**src/rtl/cone_eval_scheduler.sv**
```systemverilog
// Round-robin arbiter sharing one combinational cone among NUM_REQ requesters; grant -> rsp_valid after EVAL_CYCLES+1 cycles.
// Backpressure: the response is held stable until rsp_ready, and no new grant is issued until it has been accepted.
module cone_eval_scheduler #(
  parameter int NUM_REQ     = 4,
  parameter int IN_W        = 7,
  parameter int OUT_W       = 1,
  parameter int ID_W        = 2,
  parameter int EVAL_CYCLES = 2,
  parameter int CNT_W       = 16
) (
  input  logic                      clk,
  input  logic                      rst_n,
  input  logic [NUM_REQ-1:0]        req_valid,
  input  logic [NUM_REQ*IN_W-1:0]   req_vec,
  output logic [NUM_REQ-1:0]        req_ready,
  output logic [IN_W-1:0]           cone_in,
  input  logic [OUT_W-1:0]          cone_out,
  output logic                      rsp_valid,
  input  logic                      rsp_ready,
  output logic [ID_W-1:0]           rsp_id,
  output logic [OUT_W-1:0]          rsp_data,
  output logic                      busy,
  output logic [CNT_W-1:0]          done_cnt
);

  localparam int EC_W = (EVAL_CYCLES > 1) ? $clog2(EVAL_CYCLES) : 1;

  typedef enum logic [1:0] {IDLE, EVAL, RESP} state_t;

  state_t             r_state;
  logic [ID_W-1:0]    r_rr_ptr;
  logic [EC_W-1:0]    r_eval_cnt;
  logic [IN_W-1:0]    r_cone_in;
  logic               r_rsp_valid;
  logic [ID_W-1:0]    r_rsp_id;
  logic [OUT_W-1:0]   r_rsp_data;
  logic [CNT_W-1:0]   r_done_cnt;

  logic               w_gnt_vld;
  logic [ID_W-1:0]    w_gnt_id;
  logic [IN_W-1:0]    w_gnt_vec;
  logic [NUM_REQ-1:0] w_gnt_oh;
  logic [ID_W-1:0]    w_nxt_ptr;
  int                 w_dist;
  int                 w_best;

  // Winner is the valid requester with the smallest circular distance from r_rr_ptr.
  always_comb begin
    w_gnt_vld = 1'b0;
    w_gnt_id  = '0;
    w_gnt_vec = '0;
    w_gnt_oh  = '0;
    w_nxt_ptr = '0;
    w_best    = NUM_REQ;
    w_dist    = 0;
    for (int i = 0; i < NUM_REQ; i++) begin
      w_dist = i - int'(r_rr_ptr);
      if (w_dist < 0) w_dist = w_dist + NUM_REQ;
      if (req_valid[i] && (w_dist < w_best)) begin
        w_best    = w_dist;
        w_gnt_vld = 1'b1;
        w_gnt_id  = ID_W'(i);
        w_gnt_vec = req_vec[i*IN_W +: IN_W];
        w_gnt_oh  = '0;
        w_gnt_oh[i] = 1'b1;
        w_nxt_ptr = (i == NUM_REQ-1) ? '0 : ID_W'(i+1);
      end
    end
  end

  // rst_n gating keeps req_ready low for the whole reset window, not just after the first edge.
  assign req_ready = (rst_n && (r_state == IDLE)) ? w_gnt_oh : '0;
  assign busy      = (r_state != IDLE);
  assign cone_in   = r_cone_in;
  assign rsp_valid = r_rsp_valid;
  assign rsp_id    = r_rsp_id;
  assign rsp_data  = r_rsp_data;
  assign done_cnt  = r_done_cnt;

  always_ff @(posedge clk or negedge rst_n) begin
    if (!rst_n) begin
      r_state     <= IDLE;
      r_rr_ptr    <= '0;
      r_eval_cnt  <= '0;
      r_cone_in   <= '0;
      r_rsp_valid <= 1'b0;
      r_rsp_id    <= '0;
      r_rsp_data  <= '0;
      r_done_cnt  <= '0;
    end else begin
      case (r_state)
        IDLE: begin
          if (w_gnt_vld) begin
            r_cone_in  <= w_gnt_vec;
            r_rsp_id   <= w_gnt_id;
            r_rr_ptr   <= w_nxt_ptr;
            r_eval_cnt <= EC_W'(EVAL_CYCLES-1);
            r_state    <= EVAL;
          end
        end
        EVAL: begin
          if (r_eval_cnt != '0) begin
            r_eval_cnt <= r_eval_cnt - EC_W'(1);
          end else begin
            r_rsp_data  <= cone_out;
            r_rsp_valid <= 1'b1;
            r_state     <= RESP;
          end
        end
        RESP: begin
          if (rsp_ready) begin
            r_rsp_valid <= 1'b0;
            if (~&r_done_cnt) r_done_cnt <= r_done_cnt + CNT_W'(1);
            r_state     <= IDLE;
          end
        end
        default: r_state <= IDLE;
      endcase
    end
  end

endmodule

```
**config.mk**
```make
export PLATFORM = sky130hd
export DESIGN_NAME = cone_eval_scheduler
export DESIGN_NICKNAME = d
export VERILOG_FILES = /design/src/rtl/cone_eval_scheduler.sv
export SDC_FILE = /design/constraint.sdc
export NUM_CORES = 1
export LEC_CHECK = 0
export BUFFER_PORTS_ARGS = -buffer_cell sky130_fd_sc_hd__buf_2
export CAP_MARGIN = 10
export CORE_MARGIN = 5
export CORE_UTILIZATION = 35
export DETAILED_ROUTE_END_ITERATION = 8
export PLACE_DENSITY = 0.66
export SLEW_MARGIN = 30
export SYNTH_ARGS = -nofsm -noshare
export SYNTH_HDL_FRONTEND = slang
export SYNTH_SLANG_ARGS = --single-unit
export TNS_END_PERCENT = 50
```
**constraint.sdc**
```tcl
create_clock -name clk -period 3.7 [get_ports clk]
set_clock_uncertainty 0.1 [all_clocks]
set_input_delay 0.185 -clock clk [delete_from_list [all_inputs] [get_ports clk]]
set_output_delay 0.185 -clock clk [all_outputs]
set_load 0.01 [all_outputs]
```
==> impl_summary.log, run 1 <==
INFO  metric outcome = completed
INFO  metric ys_seq_elements = 32
INFO  metric drt-total-wl = 5.577 mm
INFO  metric met2_usage = 24.08%
INFO  metric instance_count_after_placement_with_tap_cells_included = around 350
INFO  metric rsz0062_at_grt = false
INFO  metric cts_tree = done
INFO  metric global_route.usage.met3 = between 4 and 5%
INFO  metric synth_nets = 258
INFO  metric synthToLayoutAreaGrowth = 24.94%
INFO  metric finalNetCount = 325
INFO  metric pin_count = 68
INFO  metric worst_setup_path_start_kind = flop
INFO  metric worst_setup_path_end_kind = primary output
INFO  metric dieHeight = around 86 um
INFO  metric layout-drive-gt1-share = 32.75%
INFO  metric die_width = around 86 um
INFO  metric initialDrtViolationCount = between 70 and 80
INFO  metric power_per_cell_area = around 690 nW/um2
INFO  metric yosys_warnings = 0
INFO  metric route.vias.total = 1,960
INFO  metric layout_min_cycle_time = 3.409 ns
INFO  metric power.static_leakage = 0.001244 uW
INFO  metric synth.avg_cell_area = 9.118 um2
INFO  metric grt.overflow.total = 0
INFO  metric critical_path.slowest_cell = dfrtp_1
INFO  metric tightest_slew = 0.8245 ns
INFO  metric syn_area = 1997 um2
INFO  metric detail_route.drc_violations = 0
INFO  metric globalRoute.busiestLayer = met2
INFO  metric cap_viol_max_count = 0
INFO  metric setup_viol = 0
INFO  metric maxClockFrequency = 0.2934 GHz
INFO  metric worstHoldPathType = in -> reg
INFO  metric timing.critical_path.fanout_max = 9
INFO  metric max_stage_delay = 0.44 ns
INFO  metric full_die_area = 7316 um2
INFO  metric cts_root_buffer = clkbuf_8
INFO  metric worst-endpoint-arrival = approximately 3.1 ns
INFO  metric setup_tns_final = 0 ns
INFO  metric synthFlopType = dfrtp_1
INFO  metric port_buffers = 67
INFO  metric post_layout_nonfiller_instances = 359
INFO  metric first_global_vias = 1,934
INFO  metric max-clock-path-buffers = 2
INFO  metric worst-endpoint-required = 3.41 ns
INFO  metric count_of_flip_flops_with_a_built_in_enable_after_synthesis = 0
INFO  metric core.rowCount = 27
INFO  metric worstPathCellList = nand2b_2, nor2b_1, ha_1, o22ai_1, o21ai_2, a21o_1, ha_1, nor2b_2, o21a_2, a21oi_1, and2b_1, buf_2
INFO  metric synth-async-reset-ratio = 100.0%
INFO  metric detail_route.first_pass.iterations = 5
INFO  metric groute.layer.met1.usage = 20.34%
INFO  metric grt_usage = 15.44%
INFO  metric criticalPathCategory = reg -> out
INFO  metric synth_cells = 219
INFO  metric p_total = 1716 uW
INFO  metric place_hpwl = 4.202 mm
INFO  metric grt_antenna_before_repair = 0
INFO  metric hold_viol = 0
INFO  metric cts_made_buffers = 5
INFO  metric synth-seq-area-share = between 40% and 50%
INFO  metric fin_crit_sh = 92.13%
INFO  metric floorplan.initialDensity = ~36%
INFO  metric gpl.final_weighted_congestion = ~0.9
INFO  metric grt_start_max_net_pins = 34
INFO  metric grt_first_pass_wirelength = 9.190 mm
INFO  metric cts.clk_slew.worst_paths = about 0.070 ns
INFO  metric max-slew-margin-rel = 44.53%
INFO  metric final-max-slew-violation-count = 0
INFO  metric drt-vias-per-instance = ~5.5
INFO  metric core_region_area = 5540 um2
INFO  metric detail-route-antenna-nets = 0
INFO  metric route.detailed.wl_per_inst = ~16 um
INFO  metric vdd.ir_drop.worst = 299.1 uV
INFO  metric fillCellCount = 562
INFO  metric cp_common_cell = ha_1
INFO  metric final_antenna_diode_count = 0
INFO  metric cts_num_sinks = 32
INFO  metric latest_clock_arrival_within_the_worst_skew_pair = 0.28 ns
INFO  metric synthDistinctLibCells = 48
INFO  metric h-tree-depth = 2
-- final timing paths --
check                                         start                  endpoint  slack (ns)  cells after the start
min reg2reg                done_cnt[13]$_DFFE_PN0P_  done_cnt[13]$_DFFE_PN0P_        0.39                      1
max reg2reg                 r_rr_ptr[1]$_DFFE_PN0P_    cone_in[5]$_DFFE_PN0P_        0.56                     12
min in group asynchronous                     rst_n   done_cnt[0]$_DFFE_PN0P_        0.41                      2
max in group asynchronous                     rst_n   r_rr_ptr[0]$_DFFE_PN0P_        2.56                      2
min                                        cone_out      rsp_data$_DFFE_PN0P_        0.04                      2
max                         r_rr_ptr[1]$_DFFE_PN0P_              req_ready[3]        0.29                     12
-- metrics by stage --
stage | cell area [um2] | worst slack (ns) | utilization (%) | hold WS [ns]
after floorplan | 1997 | 0.4806 | - | -0.2106
after global placement | 2376 | 0.4737 | 42.89 | 0.1889
after detailed placement | 2376 | 0.3332 | 42.89 | 0.1981
after CTS | 2476 | 0.001603 | 44.69 | 0.03152
after global routing | 2495 | 0.03714 | 45.03 | 0.02966
final | 2495 | 0.2913 | 45.03 | 0.03687
-- synthesized netlist by cell type (all sizes together), types with 3 or more instances --
master / number / share of area, %
nor3b: 3 / 1.1
ha: 3 / 1.9
nor4: 3 / 1.7
mux2: 3 / 1.9
nor2b: 3 / 0.94
buf: 7 / 2.3
nor3: 11 / 2.8
o21ai: 8 / 2.4
a31oi: 15 / 4.7
xor2: 12 / 5.3
o221ai: 7 / 3.1
a21oi: 10 / 2.5
and3: 7 / 2.2
dfrtp: 32 / 40
o211ai: 7 / 2.6
inv: 7 / 1.3
nand3: 5 / 1.3
nand2b: 3 / 0.94
clkbuf: 4 / 0.75
nand4: 5 / 2.2
nand2: 18 / 3.4
nor2: 19 / 3.7
a21o: 3 / 1.1
o21a: 4 / 1.5
-- sequential cells by signal (all words and copies together), names as in the netlist --
name and flops:
cone_in 7, done_cnt 16, r_eval_cnt 1, r_rr_ptr 2, r_state 2, rsp_data 1
rsp_id 2, rsp_valid 1
-- per-layer routing --
metal | wire length (um) | vias to the layer above
met2 | 2574 | 86
met1 | 2528 | 920
met5 | 0 | -
met4 | 42 | 0
met3 | 432 | 4
li1 | - | 950
-- cell families after synthesis --
logic type      synth area share (%)
compound gates                 20.30
xor+xnor                       6.140
fa+ha+maj                      1.880
buf+inv                        4.386
flops                          40.10
mux                            1.879
simple gates                   25.31
-- worst max-delay path, delay by kind of cell (launching register included) --
family | cells | cell delay (ns)
AOI/OAI and AO/OA | 5 | 0.91
adders and majority gates | 2 | 0.58
buffers and inverters | 1 | 0.12
DFF | 1 | 0.44
and+or+nand+nor | 4 | 0.79
-- cell type report --
type                       instances  area (um2)  share of cell area [%]
timing repair buffer              71       367.9                   14.74
multi-input combinational        169        1119                   44.83
inverter                           7       26.28                   1.053
clock buffer                       8       90.09                   3.611
tap                               72       90.09                   3.611
sequential                        32       802.0                   32.15
-- layout by cell type (no fill, tap or decap), types with 6 or more instances in the layout --
| cell | Yosys | layout |
|---|---|---|
| buf_2 | 4 | 67 |
| dfrtp_1 | 32 | 31 |
| nand2_1 | 18 | 18 |
| nor2_1 | 18 | 18 |
| a31oi_1 | 15 | 15 |
| xor2_1 | 12 | 12 |
| nor3_1 | 11 | 11 |
| a21oi_1 | 10 | 10 |
| inv_1 | 7 | 7 |
| o211ai_1 | 7 | 7 |
| and3_1 | 7 | 7 |
| o221ai_1 | 7 | 7 |
| clkbuf_8 | 0 | 6 |
-- report_power, final --
group | total [uW] | internal [uW] | switching, uW | leakage, uW
logic | 864 | 361 | 503 | 0.000808
clock network | 281 | 152 | 129 | 0.0000455
registers | 571 | 461 | 110 | 0.000391
-- timing repair --
| action | CTS | global route |
|---|---|---|
| gates resized for setup | 0 | 5 |
| setup buffers | 0 | 1 |
| hold endpoints to repair | 32 | 0 |
| setup endpoints to repair | 0 | 4 |
| hold buffers | 1 | 0 |
(Power assumes the default switching activity.)
==> inputs of run 2 (changes only) <==
CELL_PAD_IN_SITES_DETAIL_PLACEMENT = 1   (was default)
CELL_PAD_IN_SITES_GLOBAL_PLACEMENT = 2   (was default)
CORE_UTILIZATION = 31   (was 35)
PLACE_DENSITY = 0.91   (was 0.66)
clock period = 4.3 ns   (was 3.7 ns; I/O delays follow)
==> run 2 against run 1 <==
Net effect:
- sequential power is 14% lower
- critical path type unchanged
- clock-buffer cell count is 2 lower
- critical endpoint is now req_ready[0]
- via count is 1.0% lower
- cell area is 0.70% lower
==> impl_summary.log, run 2 (synthesis results as in run 1) <==
INFO  metric final_util = 39.24% (was 45.03%)
INFO  metric grt_start_max_net_pins = 34 (unchanged)
INFO  metric detailed_place.area = 2375 um2 (was 2376 um2)
INFO  metric max-slew-margin-rel = 39.83% (was 44.53%)
INFO  metric final_antenna_diode_count = 0 (unchanged)
INFO  metric grt_first_pass_wirelength = 10.56 mm (was 9.190 mm)
INFO  metric cts.clk_slew.worst_paths = 0.07 ns (about the same)
INFO  metric p_total = 1474 uW (was 1716 uW)
INFO  metric outcome = completed (unchanged)
INFO  metric floorplan.initialDensity = 31.63% (was 36.04%)
INFO  metric synthToLayoutAreaGrowth = 24.06% (was 24.94%)
INFO  metric first_global_vias = 2,035 (was 1,934)
INFO  metric mostFrequentLayoutCells = 67 x buf_2, 32 x dfrtp_1, 18 x nand2_1, 18 x nor2_1, 15 x a31oi_1 (was 67 x buf_2, 31 x dfrtp_1, 18 x nand2_1, 18 x nor2_1, 15 x a31oi_1)
INFO  metric mostFrequentLayoutCell = buf_2 (unchanged)
INFO  metric core_region_area = 6314 um2 (was 5540 um2)
INFO  metric fin_crit_sh = 89.93%
INFO  metric grt.overflow.total = 0 (unchanged)
INFO  metric worstHoldPathType = in -> reg (unchanged)
INFO  metric finalNetCount = 323 (was 325)
INFO  metric latest_clock_arrival_within_the_worst_skew_pair = 0.28 ns (about the same)
INFO  metric initialDrtViolationCount = 73 (was 77)
INFO  metric power_per_cell_area = 594.9 nW/um2 (was 687.8 nW/um2)
INFO  metric max-clock-path-buffers = 2 (unchanged)
INFO  metric route.vias.total = 1,940 (was 1,960)
INFO  metric gpl.final_weighted_congestion = 0.8500 (was 0.9003)
INFO  metric detail_route.first_pass.iterations = 4 (was 5)
INFO  metric setup_tns_final = 0 ns (unchanged)
INFO  metric cts.repair_timing.setup_buffer_count = 0 (unchanged)
INFO  metric largest_register_ff_count = 16 (unchanged)
INFO  metric timing.critical_path.fanout_max = 11 (was 9)
INFO  metric dieHeight = 90.26 um (was 85.54 um)
INFO  metric postLayoutCellArea = 2477 um2 (was 2495 um2)
INFO  metric cts-hold-fix-buffers = 1 (unchanged)
INFO  metric worst-endpoint-arrival = 3.55 ns (was 3.12 ns)
INFO  metric rsz0062_at_grt = false (unchanged)
INFO  metric fillCellCount = 793 (was 562)
INFO  metric worst_setup_path_start_kind = flop (unchanged)
INFO  metric core.rowCount = 29 (was 27)
INFO  metric port_buffers = 67 (unchanged)
INFO  metric die_width = 90.26 um (was 85.54 um)
INFO  metric criticalPathCategory = reg -> out (unchanged)
INFO  metric whs = 0.06691 ns (was 0.03687 ns)
INFO  metric layout_min_cycle_time = 3.867 ns
INFO  metric h-tree-depth = 2 (unchanged)
INFO  metric detail-route-antenna-nets = 0 (unchanged)
INFO  metric grt_antenna_before_repair = 0 (unchanged)
INFO  metric drt-total-wl = 6.146 mm (was 5.577 mm)
INFO  metric worst-endpoint-required = 3.98 ns (was 3.41 ns)
INFO  metric final-max-slew-violation-count = 0 (unchanged)
INFO  metric cts_resized = 0 (unchanged)
INFO  metric route.detailed.wl_per_inst = 16.98 um (was 15.53 um)
INFO  metric cts_root_buffer = clkbuf_8 (unchanged)
INFO  metric worst_setup_path_end_kind = primary output (unchanged)
INFO  metric layout-drive-gt1-share = 31.23% (was 32.75%)
INFO  metric pin_count = 68 (unchanged)
INFO  metric cts_made_buffers = 5 (unchanged)
INFO  metric hold_viol = 0 (unchanged)
INFO  metric full_die_area = 8147 um2 (was 7316 um2)
INFO  metric vdd.ir_drop.worst = 186.8 uV (was 299.1 uV)
INFO  metric cap_viol_max_count = 0 (unchanged)
INFO  metric cts_tree = done (unchanged)
INFO  metric tightest_slew = 0.8944 ns (was 0.8245 ns)
INFO  metric power.static_leakage = 0.001240 uW (was 0.001244 uW)
INFO  metric maxClockFrequency = roughly 0.26 GHz
INFO  metric detail_route.drc_violations = 0 (unchanged)
INFO  metric cts_num_sinks = 32 (unchanged)
INFO  metric grt_usage = 15.60% (was 15.44%)
INFO  metric setup_viol = 0 (unchanged)
INFO  metric place_hpwl = 4.776 mm (was 4.202 mm)
INFO  metric drt-vias-per-instance = 5.359 (was 5.460)
-- run 2: cell types whose count changed in the layout (fill, tap and decap cells not counted), sizes merged --
cell    previous run  this run
buf               70        68
clkinv             0         2
clkbuf             8         6
-- run 2: routing by layer --
layer	part of all wire [%]	vias up	track usage, %	wire length [um]
met5	0	-	0	0
met4	2.0	0	4.715	121
met3	5.2	10	4.500	319
met2	46	58	24.39	2828
met1	47	929	20.84	2876
li1	-	943	-	-
-- run 2: power by group --
group          total, uW  internal (uW)  switching (uW)
Clock                243            128             116
Combinational        739            293             446
Sequential           492            396            96.3
Total               1470            816             658
-- run 2: layout make-up --
type                       count  area, um2  share of cell area, %
clock buffer                   6      82.58                  3.333
tap                           77      96.34                  3.889
inverter                       7      26.28                  1.061
timing repair buffer          69      352.8                  14.24
sequential                    32      800.8                  32.32
multi-input combinational    169       1109                  44.75
clock inverter                 2      10.01                 0.4040
-- run 2: path summary, 6_finish.rpt --
path	from	end	slack, ns	cells after the start
worst max-delay path	r_rr_ptr[1]$_DFFE_PN0P_	req_ready[0]	0.43	13
worst min-delay path	cone_out	rsp_data$_DFFE_PN0P_	0.07	2
worst max register to register	r_rr_ptr[1]$_DFFE_PN0P_	rsp_id[1]$_DFFE_PN0P_	0.83	12
worst min register to register	done_cnt[13]$_DFFE_PN0P_	done_cnt[13]$_DFFE_PN0P_	0.39	1
max in group asynchronous	rst_n	done_cnt[11]$_DFFE_PN0P_	3.16	2
min in group asynchronous	rst_n	done_cnt[15]$_DFFE_PN0P_	0.45	2
-- run 2: stage by stage --
stage / setup WS, ns / instances
after floorplan: 1.051 / 219
after global placement: 0.9431 / 353
after detailed placement: 0.7628 / 353
after CTS: 0.4341 / 362
after global routing: 0.08156 / 362
final: 0.4332 / 362
-- run 2: critical path, cell delays in order, from the launching register on --
cell and delay, ns:
dfrtp_1 0.44, nand2b_1 0.33, nor2b_1 0.25, ha_1 0.26
o22ai_1 0.17, o21ai_1 0.12, buf_4 0.19, a21o_1 0.19
ha_1 0.30, nor2b_1 0.24, o21a_1 0.34, o21ai_2 0.12
nor3_1 0.17, buf_2 0.16
